--- src/rtl/pipe_stage_skid.sv ---
// ---------------------------------------------------------------------------
// pipe_stage_skid
//
// Generic WIDTH-bit pipeline stage placed between two pipeline stages. It
// carries the packed control/data bundle of the upstream stage, supports a
// synchronous flush to a configurable bubble value, and optionally adds a
// second (skid) entry so that upstream READY_O is driven straight from a flop.
//
// Handshake: a beat moves upstream->stage on a rising CLK edge where
// VALID_I & READY_O, and stage->downstream where VALID_O & READY_I. VALID_O
// and DATA_O never depend on READY_I within a cycle; DATA_O equals BUBBLE
// whenever VALID_O is low.
//
// Parameters:
//   WIDTH  payload width
//   BUBBLE payload presented while VALID_O=0 (safe NOP encoding)
//   SKID   0: single entry, READY_O = ~VALID_O | READY_I (combinational)
//          1: main + skid entry, READY_O registered
//   CNT_W  stall counter width
//
// Ports:
//   CLK        clock, rising edge
//   RSTN       asynchronous active-low reset
//   FLUSH      synchronous flush of held entries and the beat offered now
//   VALID_I    upstream beat valid
//   READY_O    stage can accept a beat this cycle
//   DATA_I     upstream payload
//   VALID_O    downstream beat valid
//   READY_I    downstream accepts the beat this cycle
//   DATA_O     downstream payload (registered)
//   STALL_CNT  saturating count of cycles with VALID_O & ~READY_I
//   STATE_O    occupancy state for debug (0 empty, 1 one entry, 2 two)
// ---------------------------------------------------------------------------
module pipe_stage_skid #(
    parameter int               WIDTH  = 32,
    parameter logic [WIDTH-1:0] BUBBLE = {WIDTH{1'b0}},
    parameter int               SKID   = 1,
    parameter int               CNT_W  = 16
) (
    input  logic             CLK,
    input  logic             RSTN,
    input  logic             FLUSH,
    input  logic             VALID_I,
    output logic             READY_O,
    input  logic [WIDTH-1:0] DATA_I,
    output logic             VALID_O,
    input  logic             READY_I,
    output logic [WIDTH-1:0] DATA_O,
    output logic [CNT_W-1:0] STALL_CNT,
    output logic [1:0]       STATE_O
);

    localparam logic [1:0] ST_EMPTY = 2'd0;
    localparam logic [1:0] ST_ONE   = 2'd1;
    localparam logic [1:0] ST_TWO   = 2'd2;

    logic [1:0]       state_q, state_d;
    logic [WIDTH-1:0] main_q,  main_d;
    logic [WIDTH-1:0] skid_q,  skid_d;
    logic             ready_q, ready_d;
    logic [CNT_W-1:0] stall_cnt_q;

    logic out_valid;
    logic push;
    logic pop;

    assign out_valid = (state_q != ST_EMPTY);
    assign pop       = out_valid & READY_I;

    // With the skid entry present, READY_O comes from a flop only, which
    // breaks the combinational ready chain between pipeline stages.
    assign READY_O   = (SKID != 0) ? ready_q : (~out_valid | READY_I);
    assign push      = VALID_I & READY_O;

    always_comb begin
        state_d = state_q;
        main_d  = main_q;
        skid_d  = skid_q;

        if (FLUSH) begin
            // A beat popped this cycle is already owned downstream; a beat
            // pushed this cycle is dropped along with everything held.
            state_d = ST_EMPTY;
            main_d  = BUBBLE;
            skid_d  = BUBBLE;
        end else if (SKID != 0) begin
            case (state_q)
                ST_EMPTY: begin
                    if (push) begin
                        state_d = ST_ONE;
                        main_d  = DATA_I;
                    end
                end
                ST_ONE: begin
                    if (push && pop) begin
                        main_d = DATA_I;
                    end else if (push) begin
                        state_d = ST_TWO;
                        skid_d  = DATA_I;
                    end else if (pop) begin
                        state_d = ST_EMPTY;
                        main_d  = BUBBLE;
                    end
                end
                ST_TWO: begin
                    // READY_O is low here, so only a pop can happen.
                    if (pop) begin
                        state_d = ST_ONE;
                        main_d  = skid_q;
                        skid_d  = BUBBLE;
                    end
                end
                default: begin
                    state_d = ST_EMPTY;
                    main_d  = BUBBLE;
                    skid_d  = BUBBLE;
                end
            endcase
        end else begin
            if (push) begin
                state_d = ST_ONE;
                main_d  = DATA_I;
            end else if (pop) begin
                state_d = ST_EMPTY;
                main_d  = BUBBLE;
            end
        end
    end

    // Ready for next cycle is known from the next occupancy alone.
    assign ready_d = (state_d != ST_TWO);

    always_ff @(posedge CLK or negedge RSTN) begin
        if (!RSTN) begin
            state_q <= ST_EMPTY;
            main_q  <= BUBBLE;
            skid_q  <= BUBBLE;
            ready_q <= 1'b1;
        end else begin
            state_q <= state_d;
            main_q  <= main_d;
            skid_q  <= skid_d;
            ready_q <= ready_d;
        end
    end

    // Saturating back-pressure counter; survives FLUSH on purpose so that
    // performance counts span pipeline redirects.
    always_ff @(posedge CLK or negedge RSTN) begin
        if (!RSTN) begin
            stall_cnt_q <= '0;
        end else if (out_valid && !READY_I && !(&stall_cnt_q)) begin
            stall_cnt_q <= stall_cnt_q + CNT_W'(1);
        end
    end

    assign VALID_O   = out_valid;
    assign DATA_O    = main_q;
    assign STALL_CNT = stall_cnt_q;
    assign STATE_O   = state_q;

endmodule

--- config.mk ---
export PLATFORM = sky130hd
export DESIGN_NAME = pipe_stage_skid
export DESIGN_NICKNAME = d
export VERILOG_FILES = /design/src/rtl/pipe_stage_skid.sv
export SDC_FILE = /design/constraint.sdc
export NUM_CORES = 1
export LEC_CHECK = 0
export CORE_UTILIZATION = 45
export CTS_BUF_LIST = sky130_fd_sc_hd__clkbuf_4 sky130_fd_sc_hd__clkbuf_8 sky130_fd_sc_hd__clkbuf_16
export CTS_CLUSTER_SIZE = 24
export DETAILED_ROUTE_END_ITERATION = 8
export PLACE_DENSITY = 0.73
export SLEW_MARGIN = 25
export SYNTH_ARGS = -nofsm -noshare
export SYNTH_HDL_FRONTEND = slang
export SYNTH_SLANG_ARGS = --single-unit
--- constraint.sdc ---
create_clock -name CLK -period 4.6 [get_ports CLK]
set_input_delay 0.92 -clock CLK [delete_from_list [all_inputs] [get_ports CLK]]
set_output_delay 0.92 -clock CLK [all_outputs]
set_load 0.03 [all_outputs]
==> results of run 1 <==
-- worst max-delay path: cells and delay by family (launching register included) --
family,cells,cell delay (ns)
buffers and inverters,1,0.59
DFF,1,0.54
and+or+nand+nor,1,0.36
-- synthesized netlist by cell type, types with 2 or more instances --
| cell type | count |
|---|---|
| nand3_1 | 9 |
| a22oi_1 | 32 |
| or2_2 | 3 |
| nor3_1 | 3 |
| clkbuf_8 | 2 |
| nand4_1 | 2 |
| a21oi_1 | 6 |
| and3_1 | 3 |
| xor2_1 | 3 |
| xnor2_1 | 10 |
| or3_1 | 2 |
| dfrtp_1 | 82 |
| nor2_1 | 4 |
| nand2_1 | 74 |
| o2bb2ai_1 | 32 |
| inv_1 | 2 |
| clkbuf_1 | 22 |
| o21ai_0 | 33 |
-- layer usage --
| layer | up-vias | share of wire |
|---|---|---|
| met4 | 0 | 0.017 |
| met5 | - | 0 |
| met1 | 1443 | 0.47 |
| met3 | 11 | 0.050 |
| li1 | 1399 | - |
| met2 | 90 | 0.46 |
-- power breakdown --
| group | switching (mW) | internal [mW] | total [mW] |
|---|---|---|---|
| logic | 0.235 | 0.168 | 0.403 |
| registers | 0.0553 | 0.787 | 0.843 |
| clock network | 0.257 | 0.338 | 0.594 |
-- final timing paths --
kind / depth (start not counted) / to / startpoint / slack (ns)
max: 2 / VALID_O / STATE_O[1] / 1.86
max in group asynchronous: 1 / skid_q[19] / RSTN / 3.48
max reg2reg: 5 / STALL_CNT[11] / STALL_CNT[0] / 2.62
min in group asynchronous: 1 / STALL_CNT[0] / RSTN / 0.60
min reg2reg: 2 / skid_q[25] / skid_q[25] / 0.49
min: 2 / skid_q[25] / skid_q[25] / 0.49
-- per-stage QoR --
stage	util	hold slack [ns]	area [um2]
global route	0.620	0.498	4810
CTS	0.619	0.490	4810
detailed placement	0.589	0.471	4580
finish	0.620	0.488	4810
floorplan	-	0.450	3640
global placement	0.589	0.462	4580
-- sequential cells by signal, summed over array words and instances, names as in the netlist --
register	cells
READY_O	1
DATA_O	32
skid_q	32
STATE_O	2
STALL_CNT	16
-- layout make-up --
type                       instances  area [um2]  share of cell area
tap                              102         128              0.0265
multi-input combinational        236        1450               0.301
timing repair buffer              93         920               0.191
inverter                           2        7.51             0.00156
clock buffer                      11         151              0.0314
sequential                        83        2080               0.432
clock inverter                     5        82.6              0.0172
-- cells by family (layout without fill, tap and decap cells) --
kind of cell    after synthesis  count (layout)
xor+xnor                     13              13
simple gates                108             108
compound gates              112             112
mux                           2               2
buf+inv                      28             111
flops                        83              83
fa+ha+maj                     1               1
==> flow_summary_export.csv, run 1 <==
group,metric,value,unit
route,drc,0,
sta,relSlewSlack,0.448,
yosys,synthMuxAreaShare,0.00688,
yosys,synth_compound_area_frac,0.219,
route,vias,2943,
cts,cts_resized,0,
cells_and_area,fillCellCount,675,
placed_design,placed_cells,516,
worst_setup_path,worstSetupStartpointType,"register",
yosys,synth_cell_types,41,
global_route,met3_usage,0.0381,
placed_design,port-buffer-count,88,
sta,worst_pin_slew,0.828,ns
global_route,met1_usage,0.307,
flow_run,maxCapViolations,0,
sta,report.final.slew_viol_count,0,
placed_design,dp_slack,1.66,ns
power_and_ir_drop,p_leak,2.02,nW
yosys,synth_edf_count,0,
route,viasPerCell,5.53,
global_route,grt_usage,0.212,
placed_design,hpwl,5430,um
yosys,synth_area,0.00364,mm2
sta,fin_crit,2.74,ns
yosys,ys.warnings.count,0,
power_and_ir_drop,total_power,1.84,mW
sta,tns,0,ns
global_route,gr-total-overflow,0,
outcome,status,"complete, no violations",
cells_and_area,n_antenna_cell,0,
worst_setup_path,crit_path_end_kind,"output port",
cells_and_area,drive_gt1_frac,0.0837,
global_route,antenna_found_initial,0,
sta,rsz0062_at_grt,"no",
power_and_ir_drop,p_per_area,382,mW/mm2
worst_setup_path,crit_type,"reg2out",
floorplan,coreArea,0.00777,mm2
route,drtIter0Drc,158,
cells_and_area,area_growth,32.3,%
cts,tritoncts,"done",
yosys,synth_xor_area_frac,0.0313,
cts,postCtsHoldBufs,0,
yosys,synthFlopType,"dfrtp_1",
yosys,synth_area_leaders,"dfrtp_1 56%, o2bb2ai_1 7.7%, nand2_1 7.6%",
yosys,async_flop_share,1.00,
floorplan,dieArea,0.00845,mm2
route,routed_wl,8540,um
cts,path_clk_slew,0.08,ns
yosys,yosysTopAreaCell,"dfrtp_1",
worst_setup_path,crit_slowest_cell,"clkdlybuf4s50_1",
worst_setup_path,path_cells,"or2_2 > clkdlybuf4s50_1",
cells_and_area,instances_no_fill,532,
yosys,syn_inst,347,
sta,finalSetupViolations,0,
yosys,ys_seq_elements,83,
worst_setup_path,cp_max_fo,14,
yosys,synth_top_family_by_area,"compound AO/OA/AOI/OAI gates",
floorplan,num_rows,32,
cts,insertion_delay,0.34,ns
worst_setup_path,cp.required,3.68,ns
yosys,ys_seq_area_frac,0.571,
min_path,hold_path.class,"reg2reg",
floorplan,ios,89,
cts,cts_max_path_buffers,2,
cts,cts-root-buf,"clkbuf_8",
sta,min_period_over_period,0.595,
global_route,grt_max_degree,84,
placed_design,routabilityCongestion,0.791,
yosys,synth_top_cell_area_share,0.564,
yosys,synth_nets,385,
cells_and_area,layout_common_cells,"87 x clkdlybuf4s50_1, 82 x dfrtp_1, 74 x nand2_1",
worst_setup_path,cpPeakStageDelay,0.59,ns
sta,fmax,365,MHz
floorplan,die_h,91.9,um
sta,setup_ws,1.86,ns
route,dr.pass1.iters,4,
yosys,synthAdderAreaFrac,0.00344,
global_route,grt_pass1_wl,14100,um
cts,cts_made_buffers,9,
global_route,grt_use_met2,0.318,
power_and_ir_drop,peakVddDrop,0.000206,V
route,ant_nets,0,
cts,postCtsSetupBuffers,0,
route,wire_per_inst,16.0,um
global_route,grt_busiest_layer,"met2",
yosys,synthSimpleGateAreaFrac,0.131,
yosys,synth_area_per_cell,10.5,um2
cts,h-tree-depth,3,
cells_and_area,finalNetCount,463,
cells_and_area,final_common_cell,"clkdlybuf4s50_1",
worst_setup_path,arrival,1.82,ns
sta,fin_skew,0.0120,ns
floorplan,initial_core_util,0.468,
global_route,grt_pass1_vias,2841,
floorplan,die_w,91.9,um
cts,clkSinkCount,83,
sta,hold_viol,0,
(Power assumes the default switching activity.)
==> run 2: changes to the inputs <==
Settings changed: CORE_UTILIZATION 45 to 44, PLACE_DENSITY 0.73 to 0.74.
Clock period 4.6 ns to 2.4 ns, I/O delays scaled along.
==> flow_summary_export.csv, run 2 (synthesized netlist as in run 1, its figures left out) <==
group,metric,value,unit
outcome,status,"complete, no violations",
sta,relSlewSlack,0.594,
flow_run,maxCapViolations,0,
route,dr.pass1.iters,4,
floorplan,ios,89,
cells_and_area,drive_gt1_frac,0.105,
route,drc,0,
power_and_ir_drop,peakVddDrop,0.000441,V
global_route,grt_usage,0.220,
floorplan,dieArea,0.00864,mm2
min_path,hold_path.class,"in2async",
cts,clkSinkCount,83,
cts,postCtsHoldBufs,0,
power_and_ir_drop,cell_internal_pwr,2.25,mW
worst_setup_path,cp.required,1.92,ns
worst_setup_path,cp_max_fo,11,
cells_and_area,layout_common_cells,"87 x clkdlybuf4s50_1, 81 x dfrtp_1, 74 x nand2_1",
cells_and_area,area_growth,33.7,%
floorplan,num_rows,32,
sta,hold_viol,0,
route,drtIter0Drc,154,
placed_design,dp_slack,0.127,ns
cts,cts_made_buffers,9,
route,wire_per_inst,16.1,um
route,vias,2955,
cts,postCtsSetupBuffers,0,
sta,worst_pin_slew,0.609,ns
power_and_ir_drop,p_sw,1.09,mW
cells_and_area,n_antenna_cell,0,
cells_and_area,finalNetCount,472,
floorplan,initial_core_util,0.464,
sta,fin_crit,2.26,ns
cts,insertion_delay,0.36,ns
power_and_ir_drop,p_per_area,687,mW/mm2
global_route,gr-total-overflow,0,
global_route,grt_max_degree,49,
route,viasPerCell,5.46,
cts,path_clk_slew,0.08,ns
cells_and_area,final_common_cell,"clkdlybuf4s50_1",
power_and_ir_drop,p_leak,2.04,nW
worst_setup_path,arrival,1.78,ns
sta,setup_ws,0.139,ns
sta,rsz0062_at_grt,"no",
worst_setup_path,crit_path_end_kind,"output port",
cts,cts_max_path_buffers,2,
power_and_ir_drop,clkPwrFrac,0.280,
worst_setup_path,rr_worst_depth,4,
global_route,grt_pass1_wl,14600,um
power_and_ir_drop,comb_power_share,0.237,
route,routed_wl,8700,um
sta,tns,0,ns
global_route,antenna_found_initial,0,
worst_setup_path,crit_type,"reg2out",
route,ant_nets,0,
placed_design,port-buffer-count,88,
cts,h-tree-depth,3,
power_and_ir_drop,seqPwrFrac,0.483,
cts,cts-root-buf,"clkbuf_8",
floorplan,coreArea,0.00785,mm2
worst_setup_path,r2r_slack,0.55,ns
global_route,grt_pass1_vias,2916,
cells_and_area,utilization,0.620,
placed_design,hpwl,5760,um
sta,min_period_over_period,0.942,
sta,report.final.slew_viol_count,0,
floorplan,die_w,92.9,um
sta,finalSetupViolations,0,
sta,fmax,442,MHz
worst_setup_path,worstSetupStartpointType,"register",
floorplan,die_h,92.9,um
cts,tritoncts,"done",
power_and_ir_drop,swShare,0.326,
placed_design,routabilityCongestion,0.819,
sta,fin_skew,0.00983,ns
## run 2: critical path: stages, from the launching register on
cell	delay, ns
dfrtp_1	0.51
or2_2	0.32
clkdlybuf4s50_1	0.59
## run 2: worst paths after layout
kind	start	to
min	RSTN	STALL_CNT[4]
max in group asynchronous	RSTN	STATE_O[1]
min reg2reg	skid_q[10]	skid_q[10]
max	STATE_O[0]	VALID_O
max reg2reg	STALL_CNT[10]	STALL_CNT[1]
min in group CLK	skid_q[10]	skid_q[10]
## run 2: stage by stage
stage	cell area, um2	std cells	power [mW]	hold slack [ns]
after floorplan	3640	347	2.06	0.184
after global placement	4680	525	2.42	0.462
after detailed placement	4680	525	2.43	0.470
after CTS	4860	541	3.36	0.0978
after global routing	4860	541	3.51	0.122
final	4860	541	3.34	0.0843
## run 2: final cells by class
cell class	count	area, um2
fill	656	2980
sequential	83	2080
multi-input combinational	236	1450
timing repair buffer	102	1020
clock buffer	10	131
tap	102	128
clock inverter	6	48.8
inverter	2	7.51
## run 2: timing repair
action	4_1_cts	5_1_grt
setup endpoints to repair	0	1
gates resized for setup	0	1
endpoints found under the hold margin	0	0
## run 2: power by group through the flow
stage,registers (mW),logic (mW),clock network (mW)
global route,1.63,0.854,1.02
detailed placement,1.64,0.795,0
finish,1.61,0.790,0.936
global placement,1.64,0.784,0
CTS,1.61,0.796,0.956
floorplan,1.79,0.273,0
## run 2: metal layers
layer / global-route usage / part of all wire / vias up
met3: 0.0369 / 0.049 / 15
met1: 0.314 / 0.46 / 1437
met4: 0.0962 / 0.016 / 0
met5: 0 / 0 / -
li1: - / - / 1425
met2: 0.329 / 0.47 / 78
==> run 3: changes to the inputs <==
Settings changed: CORE_MARGIN set to 4.
==> flow_summary_export.csv, run 3 (synthesized netlist as in run 1, its figures left out) <==
group,metric,value,unit
sta,rsz0062_at_grt,"no",
route,drc,0,
sta,report.final.slew_viol_count,0,
global_route,grt_usage,0.182,
worst_setup_path,rr_startpoint,"STALL_CNT[10]",
cells_and_area,utilization,0.622,
sta,relSlewSlack,0.627,
floorplan,coreArea,0.00789,mm2
cells_and_area,area_growth,34.8,%
worst_setup_path,crit_path_end_kind,"output port",
global_route,grt_max_degree,65,
min_path,hold_path.class,"in2async",
cts,postCtsSetupBuffers,0,
cts,clkSinkCount,83,
global_route,grt_pass1_wl,14400,um
floorplan,ios,89,
cts,cts-root-buf,"clkbuf_8",
cells_and_area,n_antenna_cell,0,
floorplan,die_w,98.9,um
route,drtIter0Drc,105,
cells_and_area,layout_common_cells,"87 x clkdlybuf4s50_1, 81 x dfrtp_1, 74 x nand2_1",
flow_run,maxCapViolations,0,
worst_setup_path,rr_worst_depth,4,
floorplan,initial_core_util,0.461,
cts,cts_max_path_buffers,2,
cts,cts_resized,0,
sta,min_period_over_period,0.943,
floorplan,num_rows,32,
power_and_ir_drop,p_per_area,722,mW/mm2
global_route,antenna_found_initial,0,
route,viasPerCell,5.39,
worst_setup_path,crit_type,"reg2out",
power_and_ir_drop,p_leak,2.06,nW
route,vias,2907,
route,routed_wl,8740,um
sta,worst_pin_slew,0.560,ns
worst_setup_path,r2r_slack,0.57,ns
route,wire_per_inst,16.2,um
worst_setup_path,crit_slowest_cell,"clkdlybuf4s50_1",
cells_and_area,drive_gt1_frac,0.101,
cts,postCtsHoldBufs,0,
worst_setup_path,path_cells,"or2_2 > clkdlybuf4s50_1",
sta,setup_ws,0.136,ns
sta,hold-worst-slack,0.118,ns
floorplan,dieArea,0.00979,mm2
placed_design,placed_cells,523,
sta,fmax,442,MHz
placed_design,dp_slack,0.248,ns
global_route,grt_pass1_vias,2888,
worst_setup_path,worstSetupStartpointType,"register",
sta,tns,0,ns
outcome,status,"complete, no violations",
placed_design,hpwl,5890,um
worst_setup_path,cpPeakStageDelay,0.59,ns
placed_design,port-buffer-count,88,
cts,cts_made_buffers,9,
worst_setup_path,crit-reg2reg-capture,"STALL_CNT[1]",
worst_setup_path,cp_max_fo,11,
cells_and_area,finalNetCount,470,
sta,hold_viol,0,
sta,fin_skew,0.00989,ns
worst_setup_path,arrival,1.78,ns
route,ant_nets,0,
sta,fin_crit,2.26,ns
cells_and_area,instances_no_fill,539,
route,dr.pass1.iters,4,
placed_design,routabilityCongestion,0.784,
cts,h-tree-depth,3,
global_route,gr-total-overflow,0,
power_and_ir_drop,peakVddDrop,0.000567,V
sta,finalSetupViolations,0,
cts,path_clk_slew,0.09,ns
floorplan,die_h,98.9,um
cts,tritoncts,"done",
cts,insertion_delay,0.34,ns
worst_setup_path,cp.required,1.92,ns
cells_and_area,fillCellCount,661,
cells_and_area,final_common_cell,"clkdlybuf4s50_1",
## run 3: worst max path at each step
stage                        startpoint       endpoint  slack (ns)  cells past startpoint
after detailed placement        READY_I      DATA_O[3]        0.25                      7
after global placement          READY_I  STALL_CNT[14]        0.32                      7
after floorplan           STALL_CNT[10]   STALL_CNT[1]        0.49                      5
after CTS                    STATE_O[1]        VALID_O        0.04                      2
final                        STATE_O[0]        VALID_O        0.14                      2
after global routing         STATE_O[0]        VALID_O        0.06                      2
## run 3: cell type report
| type | count | area, um2 | area share |
|---|---|---|---|
| Sequential cell | 83 | 2080 | 0.424 |
| Clock buffer | 9 | 124 | 0.0253 |
| Tap cell | 102 | 128 | 0.0260 |
| Clock inverter | 7 | 105 | 0.0214 |
| Inverter | 2 | 7.51 | 0.00153 |
| Timing Repair Buffer | 100 | 1010 | 0.205 |
| Multi-Input combinational cell | 236 | 1460 | 0.297 |
## run 3: where the power goes
part           switching [mW]  total [mW]  internal [mW]
sequential              0.103        1.61           1.51
combinational           0.449       0.789          0.340
clock                   0.536        1.14          0.605
total                    1.09        3.54           2.45
## run 3: per-layer routing
metal | vias to the layer above | global-route usage | wire [um] | share of wire
met1 | 1423 | 0.249 | 3910 | 0.45
met5 | - | 0 | 0 | 0
li1 | 1411 | - | - | -
met4 | 0 | 0.0620 | 128 | 0.015
met3 | 10 | 0.0382 | 402 | 0.046
met2 | 63 | 0.288 | 4300 | 0.49
## run 3: stage by stage
stage / power [mW] / area (um2)
after global routing: 3.72 / 4900
after global placement: 2.42 / 4670
after CTS: 3.59 / 4900
after detailed placement: 2.43 / 4670
final: 3.54 / 4900
after floorplan: 2.06 / 3640
## run 3: worst max-delay path: cells and delay by family (launching register included)
| kind | cells | cell delay [ns] |
|---|---|---|
| buf+inv | 1 | 0.59 |
| flops | 1 | 0.53 |
| simple gates | 1 | 0.33 |
